==> config.mk <==
export PLATFORM = sky130hd
export DESIGN_NAME = id_ex_stage
export DESIGN_NICKNAME = d
export VERILOG_FILES = /design/src/rtl/id_ex_stage.sv
export SDC_FILE = /design/constraint.sdc
export NUM_CORES = 1
export LEC_CHECK = 0
export BUFFER_PORTS_ARGS = -buffer_cell sky130_fd_sc_hd__clkbuf_2
export CORE_AREA = 4 4 170 172
export CTS_BUF_LIST = sky130_fd_sc_hd__clkbuf_2 sky130_fd_sc_hd__clkbuf_4 sky130_fd_sc_hd__clkbuf_8
export DETAILED_ROUTE_END_ITERATION = 16
export DIE_AREA = 0 0 174 176
export PLACE_DENSITY = 0.63
export SLEW_MARGIN = 10
export SYNTH_ARGS = -nofsm -noshare
export SYNTH_HDL_FRONTEND = slang
export SYNTH_SLANG_ARGS = --single-unit
export TNS_END_PERCENT = 10
==> constraint.sdc <==
create_clock -name clk -period 6.39 [get_ports clk]
set_clock_uncertainty 0.15 [all_clocks]
set_input_delay 1.278 -clock clk [delete_from_list [all_inputs] [get_ports clk]]
set_output_delay 1.278 -clock clk [all_outputs]
set_load 0.02 [all_outputs]
==> src/rtl/id_ex_stage.sv <==
// id_ex_stage
// ID/EX pipeline register with hazard control for the 5-stage RISC-V core.
// Resolves the ID-side operands from the forwarding unit's selects, inserts a
// bubble on forward_stall or flush, and freezes on mem_stall.
//
// Optional feature (compile-time macro ID_EX_STALL_CNT_EN):
//   adds output stall_cnt, a saturating count of bubbles caused by forward_stall.
//
// Ports:
//   clk, rst                         clock, asynchronous active-high reset
//   ID_valid                         decode slot holds a real instruction
//   ID_rs1/ID_rs2/ID_rd              register indices
//   ID_reg_write/mem_read/mem_write  control bits
//   ID_ctrl                          ALU/branch control
//   ID_imm, ID_pc                    immediate, PC
//   ID_rf_rs1, ID_rf_rs2             register-file read data
//   ME_result, WB_data               forwarding sources
//   forward_c, forward_d             ID operand selects (bit1 = ME, bit0 = WB)
//   forward_stall                    EX-to-ID dependency, insert a bubble
//   mem_stall                        memory not ready, freeze everything
//   flush                            branch/jump taken, squash ID
//   id_hold                          freeze PC and IF/ID
//   ID_op1, ID_op2                   resolved operands (combinational)
//   EX_*                             registered execute-stage fields
//   stall_cnt                        forward_stall bubble count (optional)
module id_ex_stage #(
  parameter int unsigned XLEN   = 32,
  parameter int unsigned CTRL_W = 6,
  parameter int unsigned CNT_W  = 16
) (
  input  logic              clk,
  input  logic              rst,
  input  logic              ID_valid,
  input  logic [4:0]        ID_rs1,
  input  logic [4:0]        ID_rs2,
  input  logic [4:0]        ID_rd,
  input  logic              ID_reg_write,
  input  logic              ID_mem_read,
  input  logic              ID_mem_write,
  input  logic [CTRL_W-1:0] ID_ctrl,
  input  logic [XLEN-1:0]   ID_imm,
  input  logic [XLEN-1:0]   ID_pc,
  input  logic [XLEN-1:0]   ID_rf_rs1,
  input  logic [XLEN-1:0]   ID_rf_rs2,
  input  logic [XLEN-1:0]   ME_result,
  input  logic [XLEN-1:0]   WB_data,
  input  logic [1:0]        forward_c,
  input  logic [1:0]        forward_d,
  input  logic              forward_stall,
  input  logic              mem_stall,
  input  logic              flush,
  output logic              id_hold,
  output logic [XLEN-1:0]   ID_op1,
  output logic [XLEN-1:0]   ID_op2,
  output logic              EX_valid,
  output logic              EX_reg_write,
  output logic              EX_mem_read,
  output logic              EX_mem_write,
  output logic [4:0]        EX_rs1,
  output logic [4:0]        EX_rs2,
  output logic [4:0]        EX_rd,
  output logic [CTRL_W-1:0] EX_ctrl,
  output logic [XLEN-1:0]   EX_imm,
  output logic [XLEN-1:0]   EX_pc,
  output logic [XLEN-1:0]   EX_op1,
  output logic [XLEN-1:0]   EX_op2
`ifdef ID_EX_STALL_CNT_EN
  ,
  output logic [CNT_W-1:0]  stall_cnt
`endif
);

  // RUN: the register holds a real instruction; BUBBLE: it holds a bubble.
  // A mem_stall hold is simply "no transition".
  typedef enum logic {
    ST_BUBBLE = 1'b0,
    ST_RUN    = 1'b1
  } ex_state_t;

  ex_state_t state_q, state_d;

  logic              reg_write_d, mem_read_d, mem_write_d;
  logic [4:0]        rs1_d, rs2_d, rd_d;
  logic [CTRL_W-1:0] ctrl_d;
  logic [XLEN-1:0]   imm_d, pc_d, op1_d, op2_d;

  // Operand resolution: bit1 (ME) wins over bit0 (WB); 11 means both match
  // and the younger ME result is the correct one.
  always_comb begin
    ID_op1 = ID_rf_rs1;
    if (forward_c[1])      ID_op1 = ME_result;
    else if (forward_c[0]) ID_op1 = WB_data;
  end

  always_comb begin
    ID_op2 = ID_rf_rs2;
    if (forward_d[1])      ID_op2 = ME_result;
    else if (forward_d[0]) ID_op2 = WB_data;
  end

  // A flush squashes the ID instruction, so freezing IF/ID on it would be wrong.
  assign id_hold = mem_stall | (forward_stall & ~flush);

  // EX_valid mirrors the state: only a normal load leaves the register valid.
  assign EX_valid = (state_q == ST_RUN);

  // Next-state / next-field logic. Defaults hold every field (mem_stall path).
  always_comb begin
    state_d     = state_q;
    reg_write_d = EX_reg_write;
    mem_read_d  = EX_mem_read;
    mem_write_d = EX_mem_write;
    rs1_d       = EX_rs1;
    rs2_d       = EX_rs2;
    rd_d        = EX_rd;
    ctrl_d      = EX_ctrl;
    imm_d       = EX_imm;
    pc_d        = EX_pc;
    op1_d       = EX_op1;
    op2_d       = EX_op2;
    if (!mem_stall) begin
      if (flush || forward_stall || !ID_valid) begin
        state_d     = ST_BUBBLE;
        reg_write_d = 1'b0;
        mem_read_d  = 1'b0;
        mem_write_d = 1'b0;
        rs1_d       = '0;
        rs2_d       = '0;
        rd_d        = '0;
        ctrl_d      = '0;
        imm_d       = '0;
        pc_d        = '0;
        op1_d       = '0;
        op2_d       = '0;
      end else begin
        state_d     = ST_RUN;
        reg_write_d = ID_reg_write;
        mem_read_d  = ID_mem_read;
        mem_write_d = ID_mem_write;
        rs1_d       = ID_rs1;
        rs2_d       = ID_rs2;
        rd_d        = ID_rd;
        ctrl_d      = ID_ctrl;
        imm_d       = ID_imm;
        pc_d        = ID_pc;
        op1_d       = ID_op1;
        op2_d       = ID_op2;
      end
    end
  end

  always_ff @(posedge clk or posedge rst) begin
    if (rst) begin
      state_q      <= ST_BUBBLE;
      EX_reg_write <= 1'b0;
      EX_mem_read  <= 1'b0;
      EX_mem_write <= 1'b0;
      EX_rs1       <= '0;
      EX_rs2       <= '0;
      EX_rd        <= '0;
      EX_ctrl      <= '0;
      EX_imm       <= '0;
      EX_pc        <= '0;
      EX_op1       <= '0;
      EX_op2       <= '0;
    end else begin
      state_q      <= state_d;
      EX_reg_write <= reg_write_d;
      EX_mem_read  <= mem_read_d;
      EX_mem_write <= mem_write_d;
      EX_rs1       <= rs1_d;
      EX_rs2       <= rs2_d;
      EX_rd        <= rd_d;
      EX_ctrl      <= ctrl_d;
      EX_imm       <= imm_d;
      EX_pc        <= pc_d;
      EX_op1       <= op1_d;
      EX_op2       <= op2_d;
    end
  end

`ifdef ID_EX_STALL_CNT_EN
  // Counts only bubbles attributable to forward_stall: flush outranks it and
  // mem_stall suppresses the update entirely.
  logic stall_bubble;
  assign stall_bubble = ~mem_stall & ~flush & forward_stall;

  always_ff @(posedge clk or posedge rst) begin
    if (rst) begin
      stall_cnt <= '0;
    end else if (stall_bubble && (stall_cnt != '1)) begin
      stall_cnt <= stall_cnt + 1'b1;
    end
  end
`else
  // Keeps CNT_W referenced when the counter is compiled out.
  localparam int unsigned cnt_w_unused = CNT_W;
`endif

endmodule

Yosys cells after proc, flatten, opt, wreduce, memory -nomap -nowiden
Cells that the tools add are included.
Operators by class
  divide/modulo/power cells: 0
  muxes and demuxes: 16
  equal/unequal tests: 0
  order comparisons: 0
  add/sub/neg operators: 0
  multiply operators: 0
  bitwise operators: 3
  reduce and logical (&&, ||, !) cells: 3
  shift operators: 0
Operators by type and width (count)
  32-bit two-way mux: 8
  5-bit two-way mux: 3
  6-bit two-way mux: 1
  1-bit two-way mux: 4
  1-bit logical OR: 2
  1-bit bitwise AND: 1
  1-bit zero test: 1
  1-bit inverter: 1
  1-bit OR: 1
Storage, ports and cells
  RAM bits: 0
  output and inout port bits: 218
  memories kept: 0
  flip-flop bits (word level): 153
  logic and storage cells: 34
  input port bits: 226
  latch bits: 0
  memory bits (read-only): 0

Longest topological paths before layout
  depth after elaboration: 3
  depth in mapped cells: 5
  depth with buffers taken out: 3

Least setup slack after synthesis
OpenSTA, ideal clock, no wires.
  path type: input -> output
  start point: input port forward_c[0]
  end point: output port ID_op1[15]
  cell stages on the path: 5
  buffers on the path: 3
  path slack: 2688 ps
  arrival time: 2274 ps
  required time: 4962 ps
  cell sequence: buf_2 buf_2 buf_2 a211oi_1 a21oi_1
Between the ends
  cells in the longest elaborated chain, start to end: 2
Ends and longest elaborated chain
  start: declaration: RTL line 47  | input logic [1:0] forward_c,
  32-bit two-way mux: RTL line 92  | else if (forward_c[0]) ID_op1 = WB_data;
  32-bit two-way mux: RTL line 91  | if (forward_c[1]) ID_op1 = ME_result;
  end: declaration: RTL line 53  | output logic [XLEN-1:0] ID_op1,
No other way between the ends.

Final worst setup path
  start point: input port forward_d[0]
  end point: output port ID_op2[1]
Between the ends
  cells in the longest elaborated chain, start to end: 2
Ends and longest elaborated chain
  start: declaration: RTL line 48  | input logic [1:0] forward_d,
  32-bit two-way mux: RTL line 98  | else if (forward_d[0]) ID_op2 = WB_data;
  32-bit two-way mux: RTL line 97  | if (forward_d[1]) ID_op2 = ME_result;
  end: declaration: RTL line 54  | output logic [XLEN-1:0] ID_op2,
No other way between the ends.

==> metrics.cfg <==
[outcome]
status = complete, no violations

[setup_path]
r2r_slack_ns = 5.47
r2r_start = EX_imm[21]
crit_chain = clkbuf_2, buf_4, nor2b_1, a211oi_1, a21oi_1, clkbuf_2
worstSetupEndpointType = output pin
worstSetupPathType = in2out
cp_num_buf_inv = 3
cp_slowest_cell = buf_4
critical_path_required_ns = 4.96
cp_slowest_stage_delay_ns = 0.49
reg2reg_depth = 1
critical_path.top_delay_family = buffers and inverters
startpoint_type = primary input
crit_arrival_ns = 2.98
crit_cells = 6
reg2reg_to = EX_imm[21]
cpMostUsedCell = clkbuf_2
worst-path-max-fanout = 38

[finish]
finish.instance_area_sq_um = 10000
layout_common_cells = clkbuf_2, dfrtp_1, a22o_1
final-instance-count-excl-fill = 1496
drive_gt1_share_pct = 42.3
final_nets = 1361
synthToLayoutAreaGrowth_pct = 40.0
layout_commonest_cell = clkbuf_2

[min_path]
min-delay-start = EX_op2[16]
worstHoldEndpoint = EX_op2[16]
hold_class = reg2reg
hold_path_depth = 2

[synth]
synthDistinctLibCells = 15
netlist_area_sq_um = 7150
ys_warn_count = 0
ys_ff_latch = 153
synth.net_count = 957
postSynthCellCount = 731
ys_seq_area_share_pct = 53.5
synth.avg_cell_area_sq_um = 9.79

[power_and_ir_drop]
peakVddDrop_uv = 115
total_power_mw = 2.28
clock_power_share_pct = 35.3
power.internal_mw = 1.53
combPwrFrac_pct = 19.7
switching_share_pct = 33.2
power_density_nw_per_um2 = 228
power_leakage_nw = 5.26
p_switching_mw = 0.758
pwr-share-seq_pct = 44.9

[place]
place_congestion = 1.00
postPlaceCellArea_sq_um = 9590
dp_cells = 1462
hpwl_um = 21900
io_buffers = 443

[routing]
vias_per_cell = 4.94
wirelength_um = 29500
num_vias = 7397
first_iter_violations = 363
drt_pass1_iterations = 5
wl_per_cell_um = 19.7
route.detailed.drc = 0
ant_nets = 0

[clock_network]
cts_tree = yes
h-tree-depth = 4
cts.path.max_buffers = 2
cts_root_buf = clkbuf_8
clk-insertion-delay-late_ns = 0.45
ctsResizeCount = 0
clk_pin_slew_ns = 0.09
cts.sinks = 153
postCtsSetupRepairBufs = 0
ctsHoldBuffers = 0
cts-buffers-inserted = 17

[timing]
hold_viol_final = 0
tightest_slew_ns = 1.23
setup_tns_ns = 0
fin_crit_ns = 4.41
relSlewSlack_pct = 18.1
fmax_ghz = 0.227
fin_crit_sh_pct = 69.0
rsz0062_at_grt = false
slew_violations = 0
setup_viol = 0

[global_routing]
track_usage_pct = 18.4
grt_max_degree = 154
grt_pass1_wl_um = 44300
grt_pass1_vias = 7513
antenna_found_initial = 5
overflow = 0

[floorplan]
fp.dieW_um = 174
io_pins = 444
die_area_sq_um = 30600
die_y_um = 176
rows = 61
core-area_sq_um = 27500
start_util_pct = 26.0

[flow_run]
max_cap_violations = 0

worst min-delay path: stages (launching register included):
cell and delay (ns):
dfrtp_1 0.35, nand2_1 0.05, o21ai_1 0.06
how the worst max path moves through the flow:
stage,slack [ns],startpoint,end
6_report,1.98,forward_d[0],ID_op2[1]
3_5_place_dp,1.97,forward_d[0],ID_op2[1]
5_1_grt,1.82,forward_d[0],ID_op2[1]
4_1_cts,1.97,forward_d[0],ID_op2[1]
2_1_floorplan,0.84,rst,EX_ctrl[0]
3_3_place_gp,2.03,forward_d[0],ID_op2[1]
state kept, by name (all words and copies together) (netlist names):
register and flops:
EX_rs2 5, EX_op1 32, EX_valid 1, EX_pc 32
EX_rs1 5, EX_rd 5, EX_mem_read 1, EX_mem_write 1
EX_imm 32, EX_reg_write 1, EX_ctrl 6, EX_op2 32
power groups by stage:
stage / Clock (mW) / Combinational (mW) / Sequential (mW)
after detailed placement: 0 / 0.454 / 1.04
after global placement: 0 / 0.452 / 1.04
after global routing: 0.888 / 0.488 / 1.03
after floorplan: 0 / 0.201 / 1.09
after CTS: 0.846 / 0.455 / 1.03
final: 0.807 / 0.450 / 1.03
metal layers:
layer	global-route usage (%)	wire, um	vias up	part of all wire, %
li1	-	-	3446	-
met2	32.5	14800	365	50
met5	0	34	-	0.12
met3	5.48	2360	33	8.0
met1	21.7	11800	3549	40
met4	5.25	592	4	2.0
area by class of cell:
| cell class | instances | area [sq um] |
|---|---|---|
| fill | 2872 | 17500 |
| sequential | 153 | 3830 |
| multi-input combinational | 475 | 2890 |
| timing repair buffer | 452 | 2300 |
| tap | 346 | 433 |
| clock buffer | 17 | 234 |
| clock inverter | 14 | 185 |
| inverter | 36 | 140 |
| antenna | 3 | 7.51 |
synthesized netlist by cell type (all sizes together):
master	number	share of area [%]
nand2	64	3.4
nor4b	1	0.33
buf	29	2.2
clkbuf	38	2.0
a211oi	64	6.7
o21ai	128	9.0
a22o	88	11
a21o	2	0.21
nor2b	64	5.6
a21oi	64	4.5
inv	36	1.9
dfrtp	153	54
cells by family (layout without fill, tap and decap cells):
| group | count (synthesis) | after routing | synth area share [%] |
|---|---|---|---|
| AOI/OAI and AO/OA | 346 | 346 | 31.1 |
| and+or+nand+nor | 129 | 129 | 9.29 |
| DFF | 153 | 153 | 53.5 |
| buffers and inverters | 103 | 519 | 6.07 |
| other | 0 | 3 | 0 |
stage by stage:
stage                     setup slack [ns]  hold WS, ns  utilization (%)
after floorplan                      0.841        0.448                -
after global placement                2.03        0.313             34.9
after detailed placement              1.97        0.329             34.9
after CTS                             1.97        0.353             36.4
after global routing                  1.82        0.368             36.5
final                                 1.98        0.347             36.5
Note: power is estimated with default switching activity, not from simulation.
